### config.mk
export PLATFORM = sky130hd
export DESIGN_NAME = temp_report_sched
export DESIGN_NICKNAME = d
export VERILOG_FILES = /design/src/rtl/temp_report_sched.sv
export SDC_FILE = /design/constraint.sdc
export NUM_CORES = 1
export LEC_CHECK = 0
export CAP_MARGIN = 20
export CORE_MARGIN = 3
export CORE_UTILIZATION = 45
export CTS_CLUSTER_DIAMETER = 40
export DETAILED_ROUTE_END_ITERATION = 10
export SETUP_SLACK_MARGIN = 0.15
export SLEW_MARGIN = 5
export SYNTH_ARGS = -nofsm -noshare
export SYNTH_HDL_FRONTEND = slang
export SYNTH_SLANG_ARGS = --single-unit
### constraint.sdc
create_clock -name clk -period 4.12 [get_ports clk]
set_input_delay 0.412 -clock clk [delete_from_list [all_inputs] [get_ports clk]]
set_output_delay 0.412 -clock clk [all_outputs]
set_load 0.02 [all_outputs]
### src/rtl/temp_report_sched.sv
// Periodic temperature report scheduler: triggers a measurement, converts the
// 8-bit result to three ASCII digits and streams a 5-byte frame to the UART TX.
module temp_report_sched #(
  parameter int REPORT_CYCLES = 1000000,
  parameter int MEAS_TIMEOUT  = 65535
) (
  input  logic       clk,
  input  logic       reset,
  input  logic       enable_i,
  output logic       meas_start_o,
  input  logic       meas_done_i,
  input  logic [7:0] meas_data_i,
  output logic [7:0] tx_data_o,
  output logic       tx_valid_o,
  input  logic       tx_ready_i,
  output logic       busy_o,
  output logic [7:0] overrun_cnt_o
);

  localparam logic [23:0] PERIOD_RELOAD = 24'(REPORT_CYCLES - 1);
  localparam logic [15:0] TMO_LAST      = 16'(MEAS_TIMEOUT - 1);

  typedef enum logic [1:0] {S_IDLE, S_MEAS, S_CONV, S_SEND} state_t;

  state_t      r_state;
  state_t      w_next_state;
  logic [23:0] r_period;
  logic [7:0]  r_ovr;
  logic        r_first;
  logic [15:0] r_tmo;
  logic [7:0]  r_val;
  logic [1:0]  r_hund;
  logic [3:0]  r_tens;
  logic        r_tens_phase;
  logic        r_err;
  logic [2:0]  r_byte_idx;
  logic        w_tick;
  logic [7:0]  w_frame_byte;

  assign w_tick = enable_i && (r_period == 24'd0);

  // NOTE: sequential state uses non-blocking assignments so every register
  // samples the pre-edge values of the others, independent of statement order.
  always_ff @(posedge clk or posedge reset) begin
    if (reset) begin
      r_period <= PERIOD_RELOAD;
    end else if (!enable_i || r_period == 24'd0) begin
      r_period <= PERIOD_RELOAD;
    end else begin
      r_period <= r_period - 24'd1;
    end
  end

  always_ff @(posedge clk or posedge reset) begin
    if (reset) begin
      r_ovr <= 8'd0;
    end else if (w_tick && r_state != S_IDLE && r_ovr != 8'hFF) begin
      r_ovr <= r_ovr + 8'd1;
    end
  end

  always_ff @(posedge clk or posedge reset) begin
    if (reset) begin
      r_state <= S_IDLE;
    end else begin
      r_state <= w_next_state;
    end
  end

  // NOTE: every signal driven here gets a default first, so no path through
  // the case statement can leave one unassigned and infer a latch.
  always_comb begin
    w_next_state = r_state;
    unique case (r_state)
      S_IDLE: if (w_tick) w_next_state = S_MEAS;
      S_MEAS: begin
        // Done in the start cycle is ignored; done beats a same-cycle timeout.
        if (!r_first) begin
          if (meas_done_i)            w_next_state = S_CONV;
          else if (r_tmo == TMO_LAST) w_next_state = S_SEND;
        end
      end
      S_CONV: if (r_tens_phase && r_val < 8'd10) w_next_state = S_SEND;
      S_SEND: if (tx_ready_i && r_byte_idx == 3'd4) w_next_state = S_IDLE;
    endcase
  end

  always_ff @(posedge clk or posedge reset) begin
    if (reset) begin
      r_first      <= 1'b0;
      r_tmo        <= 16'd0;
      r_val        <= 8'd0;
      r_hund       <= 2'd0;
      r_tens       <= 4'd0;
      r_tens_phase <= 1'b0;
      r_err        <= 1'b0;
      r_byte_idx   <= 3'd0;
    end else begin
      r_first <= (r_state == S_IDLE) && w_tick;
      unique case (r_state)
        S_IDLE: r_byte_idx <= 3'd0;
        S_MEAS: begin
          if (r_first) begin
            r_tmo <= 16'd0;
          end else if (meas_done_i) begin
            r_val        <= meas_data_i;
            r_hund       <= 2'd0;
            r_tens       <= 4'd0;
            r_tens_phase <= 1'b0;
            r_err        <= 1'b0;
          end else if (r_tmo == TMO_LAST) begin
            r_err <= 1'b1;
          end else begin
            r_tmo <= r_tmo + 16'd1;
          end
        end
        S_CONV: begin
          // One subtraction per cycle; a failed compare ends the phase.
          if (!r_tens_phase) begin
            if (r_val >= 8'd100) begin
              r_val  <= r_val - 8'd100;
              r_hund <= r_hund + 2'd1;
            end else begin
              r_tens_phase <= 1'b1;
            end
          end else if (r_val >= 8'd10) begin
            r_val  <= r_val - 8'd10;
            r_tens <= r_tens + 4'd1;
          end
        end
        S_SEND: if (tx_ready_i) r_byte_idx <= r_byte_idx + 3'd1;
      endcase
    end
  end

  always_comb begin
    w_frame_byte = 8'h0A;
    case (r_byte_idx)
      3'd0:    w_frame_byte = r_err ? 8'h45 : 8'h30 + {6'd0, r_hund};
      3'd1:    w_frame_byte = r_err ? 8'h52 : 8'h30 + {4'd0, r_tens};
      3'd2:    w_frame_byte = r_err ? 8'h52 : 8'h30 + r_val;
      3'd3:    w_frame_byte = 8'h0D;
      default: w_frame_byte = 8'h0A;
    endcase
  end

  assign meas_start_o  = (r_state == S_MEAS) && r_first;
  assign tx_valid_o    = (r_state == S_SEND);
  assign tx_data_o     = (r_state == S_SEND) ? w_frame_byte : 8'd0;
  assign busy_o        = (r_state != S_IDLE);
  assign overrun_cnt_o = r_ovr;

endmodule
# Word level (Yosys, flattened, before mapping)
# Cells that the tools add are included.
dict set report classes {
  add_sub_neg 11
  n_lt_le_gt_ge 3
  n_eq_ne 24
  n_mux 41
  n_bitwise 1
  n_reduce_logical 24
}
# cell n
set ops {}
lappend ops {{$mux 8} 7}
lappend ops {{$mux 16} 3}
lappend ops {{$pmux 8 s4} 1}
lappend ops {{$logic_not 24->1} 1}
lappend ops {{$mux 24} 1}
lappend ops {{$sub 24x1->24 const B} 1}
lappend ops {{$mux 2} 10}
lappend ops {{$reduce_and 5->1} 4}
lappend ops {{$ne 2x2->1 const B} 9}
lappend ops {{$add 16x1->16 const B} 1}
lappend ops {{$eq 16x16->1 const B} 1}
lappend ops {{$mux 4} 4}
lappend ops {{$pmux 8 s2} 1}
lappend ops {{$mux 7} 2}
lappend ops {{$ne 3x3->1 const B} 3}
lappend ops {{$reduce_and 3->1} 3}
lappend ops {{$add 6x8->8 const A} 1}
lappend ops {{$add 8x1->8 const B} 1}
lappend ops {{$ge 8x4->1 const B} 1}
lappend ops {{$ge 8x7->1 const B} 1}
lappend ops {{$lt 8x4->1 const B} 1}
lappend ops {{$ne 8x8->1 const B} 1}
lappend ops {{$pmux 2 s4} 1}
lappend ops {{$pmux 4 s2} 1}
lappend ops {{26 further kinds} 44}
dict set report totals {
  reg_bits 70
  output_inout_bits 19
}

# Longest topological paths before layout
dict set report depth {
  word_depth 5
  depth_mapped 8
}

# Least setup slack after synthesis
# Ideal clock, no wire load.
dict set report synth_timing {
  path_kind {register to register}
  from {reg r_period[18]}
  to {reg r_state[1]}
  arrival_time_ps 2141
  setup_slack_ps 1854
  path_stages_with_launch 6
  n_path_buf 0
  path_cell_list {dfstp_2 -> or4_4 -> nor4_4 -> nand3_2 -> a2111oi_4 -> mux2_4}
}
dict set report synth_between {
  elab_chain_len 4
}
# element line
set synth_rtl {}
lappend synth_rtl {{start, declared} 27} ;# logic [23:0] r_period;
lappend synth_rtl {{start signal, assigned} 50} ;# r_period <= r_period - 24'd1;
lappend synth_rtl {{$logic_not 24->1} 40} ;# assign w_tick = enable_i && (r_period == 24'd0);
lappend synth_rtl {{$logic_and 1x1->1} 40}
lappend synth_rtl {{$ne 2x2->1 (no line)} n/a}
lappend synth_rtl {{$reduce_and 5->1 (no line)} n/a}
lappend synth_rtl {{end signal, assigned} 66} ;# r_state <= w_next_state;
lappend synth_rtl {{end, declared} 25} ;# state_t r_state;
# No other way between the ends.
# A chain may end at the register's enable or synchronous reset.

# Worst setup path after layout
dict set report layout_timing {
  from {reg r_state[1]}
  to {out meas_start_o}
}
dict set report layout_between {
  elab_chain_len 2
}
# element line
set layout_rtl {}
lappend layout_rtl {{$eq 2x1->1} 147} ;# assign meas_start_o = (r_state == S_MEAS) && r_first;
lappend layout_rtl {{$logic_and 1x1->1} 147}
lappend layout_rtl {{end, declared} 10} ;# output logic meas_start_o,
# No other way between the ends.

==> flow_metrics.tcl <==
set metrics [dict create \
    die-area_sq_um 10800 \
    timing.final.crit_share_pct 72.2 \
    vias_per_cell 5.46 \
    routedWlPerCell_um 15.0 \
    post_cts_buffers 0 \
    ant_nets 0 \
    tns_ns 0 \
    syn_area_sq_um 4330 \
    yosys-top-cells-count "59 x nor2_1, 58 x dfrtp_1, 53 x nand2_1" \
    cts_hold_buf 0 \
    clk_latency_ns 0.35 \
    final_layout_size_suffix_gt1_share_pct 10.1 \
    yosys_most_used_dff "dfrtp_1" \
    cts_tree "built" \
    dieHeight_um 104 \
    clock_sinks 70 \
    yosysSeqAreaShare_pct 40.8 \
    ys_types 64 \
    vias 3466 \
    firstDrtPassIters 4 \
    gp_congestion 0.853 \
    hold_viol 0 \
    r2r_cells 5 \
    grt_overflow 0 \
    synthXorXnorAreaFrac_pct 8.49 \
    fmax_mhz 336 \
    rows 35 \
    end_kind "output pin" \
    n_antenna_cell 0 \
    ir_drop_uv 191 \
    power_density_nw_per_um2 545 \
    postLayoutCellArea_sq_um 4960 \
    crit_arrival_ns 2.56 \
    min_to "r_period[0]$_DFF_PP1_" \
    ioPinCount 32 \
    max-slew-margin-rel_pct 39.9 \
    io_buffers 31 \
    holdPathStages 1 \
    synth-simple-area-share_pct 24.3 \
    period_needed_ns 2.97 \
    yosys.area.top_type "dfrtp_1" \
    cts_root_buf "clkbuf_8" \
    r2r_slack_ns 1.39 \
    h-tree-depth 3 \
    synth_nets 508 \
    start_kind "flop" \
    die_x_um 104 \
    drv_cap 0 \
    rsz0062_at_grt "no" \
    status "finished clean" \
    hold_path_startpoint "r_period[0]$_DFF_PP1_" \
    power_leakage_nw 2.04 \
    syn_inst 470 \
    place_area_sq_um 4770 \
    grt_util_all_layers_pct 18.3 \
    grt_start_max_net_pins 41 \
    critPathRequiredTime_ns 3.71 \
    grt_pass1_vias 3384 \
    worstPathMaxFanout 16 \
    crit_type "reg -> out" \
    clk_path_buf_depth 2 \
    synth-edff-count 0 \
    synth_top_family_by_area "simple AND/OR/NAND/NOR gates" \
    r2r-start "r_period[10]$_DFF_PP0_" \
    hpwl_um 6930 \
    synth_fa_ha_area_share_pct 7.22 \
    ys_ff_latch 70 \
    tightestPinTransition_ns 0.890 \
    slew_viol_final 0 \
    hold_path.class "reg -> reg" \
    numCtsBuffers 9 \
    drt_iter0_drc 129 \
    synth_top_cell_area_share_pct 33.5 \
    nets 539 \
    timing.rr.end "r_state[1]$_DFFE_PP0P_" \
    ys_async_sr_fraction_pct 100 \
    grt_pass1_wl_um 16500 \
    syn-mean-instance-area_sq_um 9.21 \
    crit_start "r_state[1]$_DFFE_PP0P_" \
    setup_violations 0 \
    synth_most_common_cell "nor2_1" \
    ctsResizeCount 0 \
    power.total_mw 2.70 \
    clk_pin_slew_ns 0.07 \
    core_sq_um 9280 \
    synth_warnings 0 \
    synth_compound_area_share_pct 12.9 \
    totalWireLength_um 9540 \
    syn_to_final_growth_pct 14.4 \
    start_util_pct 46.6 \
    drc 0 \
    synthMuxAreaShare_pct 2.80 \
    clock_skew_ns 0.0132 \
    grt_antenna_before_repair 0 \
    synth.area.top_cells "dfrtp_1 34%, dfstp_2 7.3%, ha_1 7.2%, nor2_1 5.1%, xor2_1 4.7%" \
]
==> state kept, by name, summed over array words and instances (netlist names), 2 cells and up <==
register	cells
r_period	24
r_tmo	16
overrun_cnt_o	8
r_val	8
r_tens	4
r_byte_idx	3
r_hund	2
r_state	2
==> power breakdown <==
part | total (mW) | switching [mW] | internal (mW)
logic | 1.17 | 0.659 | 0.507
clock network | 0.545 | 0.270 | 0.275
registers | 0.987 | 0.180 | 0.807
==> logic make-up after synthesis <==
family                     Yosys count
muxes                               11
DFF                                 70
adders and majority gates           25
buffers and inverters               39
and+or+nand+nor                    204
xor gates and xnor gates            42
AOI/OAI and AO/OA                   79
==> per-layer routing <==
metal / share of wire (%) / global-route usage [%] / vias to the layer above / wire length, um
li1: - / - / 1720 / -
met4: 2.2 / 7.22 / 0 / 206
met5: 0 / 0 / - / 0
met1: 48 / 24.9 / 1657 / 4580
met2: 47 / 29.3 / 69 / 4490
met3: 2.8 / 2.98 / 20 / 268
==> final cells by class <==
type,count,area [sq um]
Multi-Input combinational cell,361,2410
Sequential cell,70,1770
Inverter,25,93.8
Fill cell,893,4330
Clock buffer,9,124
Timing Repair Buffer,34,333
Tap cell,129,161
Clock inverter,7,65.1
==> worst max-delay path by stage <==
stage,to,depth (start not counted)
floorplan,r_state[1]$_DFFE_PP0P_,5
global placement,r_state[1]$_DFFE_PP0P_,5
detailed placement,r_state[1]$_DFFE_PP0P_,5
CTS,meas_start_o,5
global route,meas_start_o,5
finish,meas_start_o,5
==> critical path, cell delays in order, from the launching register on <==
cell             delay (ns)
dfrtp_1                0.41
inv_1                  0.14
ha_1                   0.27
nand2_1                0.20
inv_1                  0.48
clkdlybuf4s50_1        0.72
==> layout by cell type, fill, tap and decap left out, types with 5 or more instances in the layout <==
master and n:
dfstp_2 12, xnor2_1 19, nor2b_1 6, nand4_1 10, nand3_1 18, a211oi_1 5, o21ai_0 18, clkbuf_8 9
or3_1 5, nand2_1 53, inv_1 24, dfrtp_1 58, mux2i_1 5, ha_1 25, a21oi_1 13, nor2_1 59
nor4_1 11, nor3_1 15, xor2_1 23, mux2_2 5, clkdlybuf4s50_1 31
==> through the flow <==
step	hold slack (ns)	setup slack, ns	util [%]	cells
2_1_floorplan	0.443	1.85	-	470
3_3_place_gp	0.456	1.47	51.3	619
3_5_place_dp	0.458	1.40	51.3	619
4_1_cts	0.477	1.07	53.4	635
5_1_grt	0.489	0.937	53.4	635
6_report	0.475	1.15	53.4	635
Note: power is estimated with default switching activity, not from simulation.
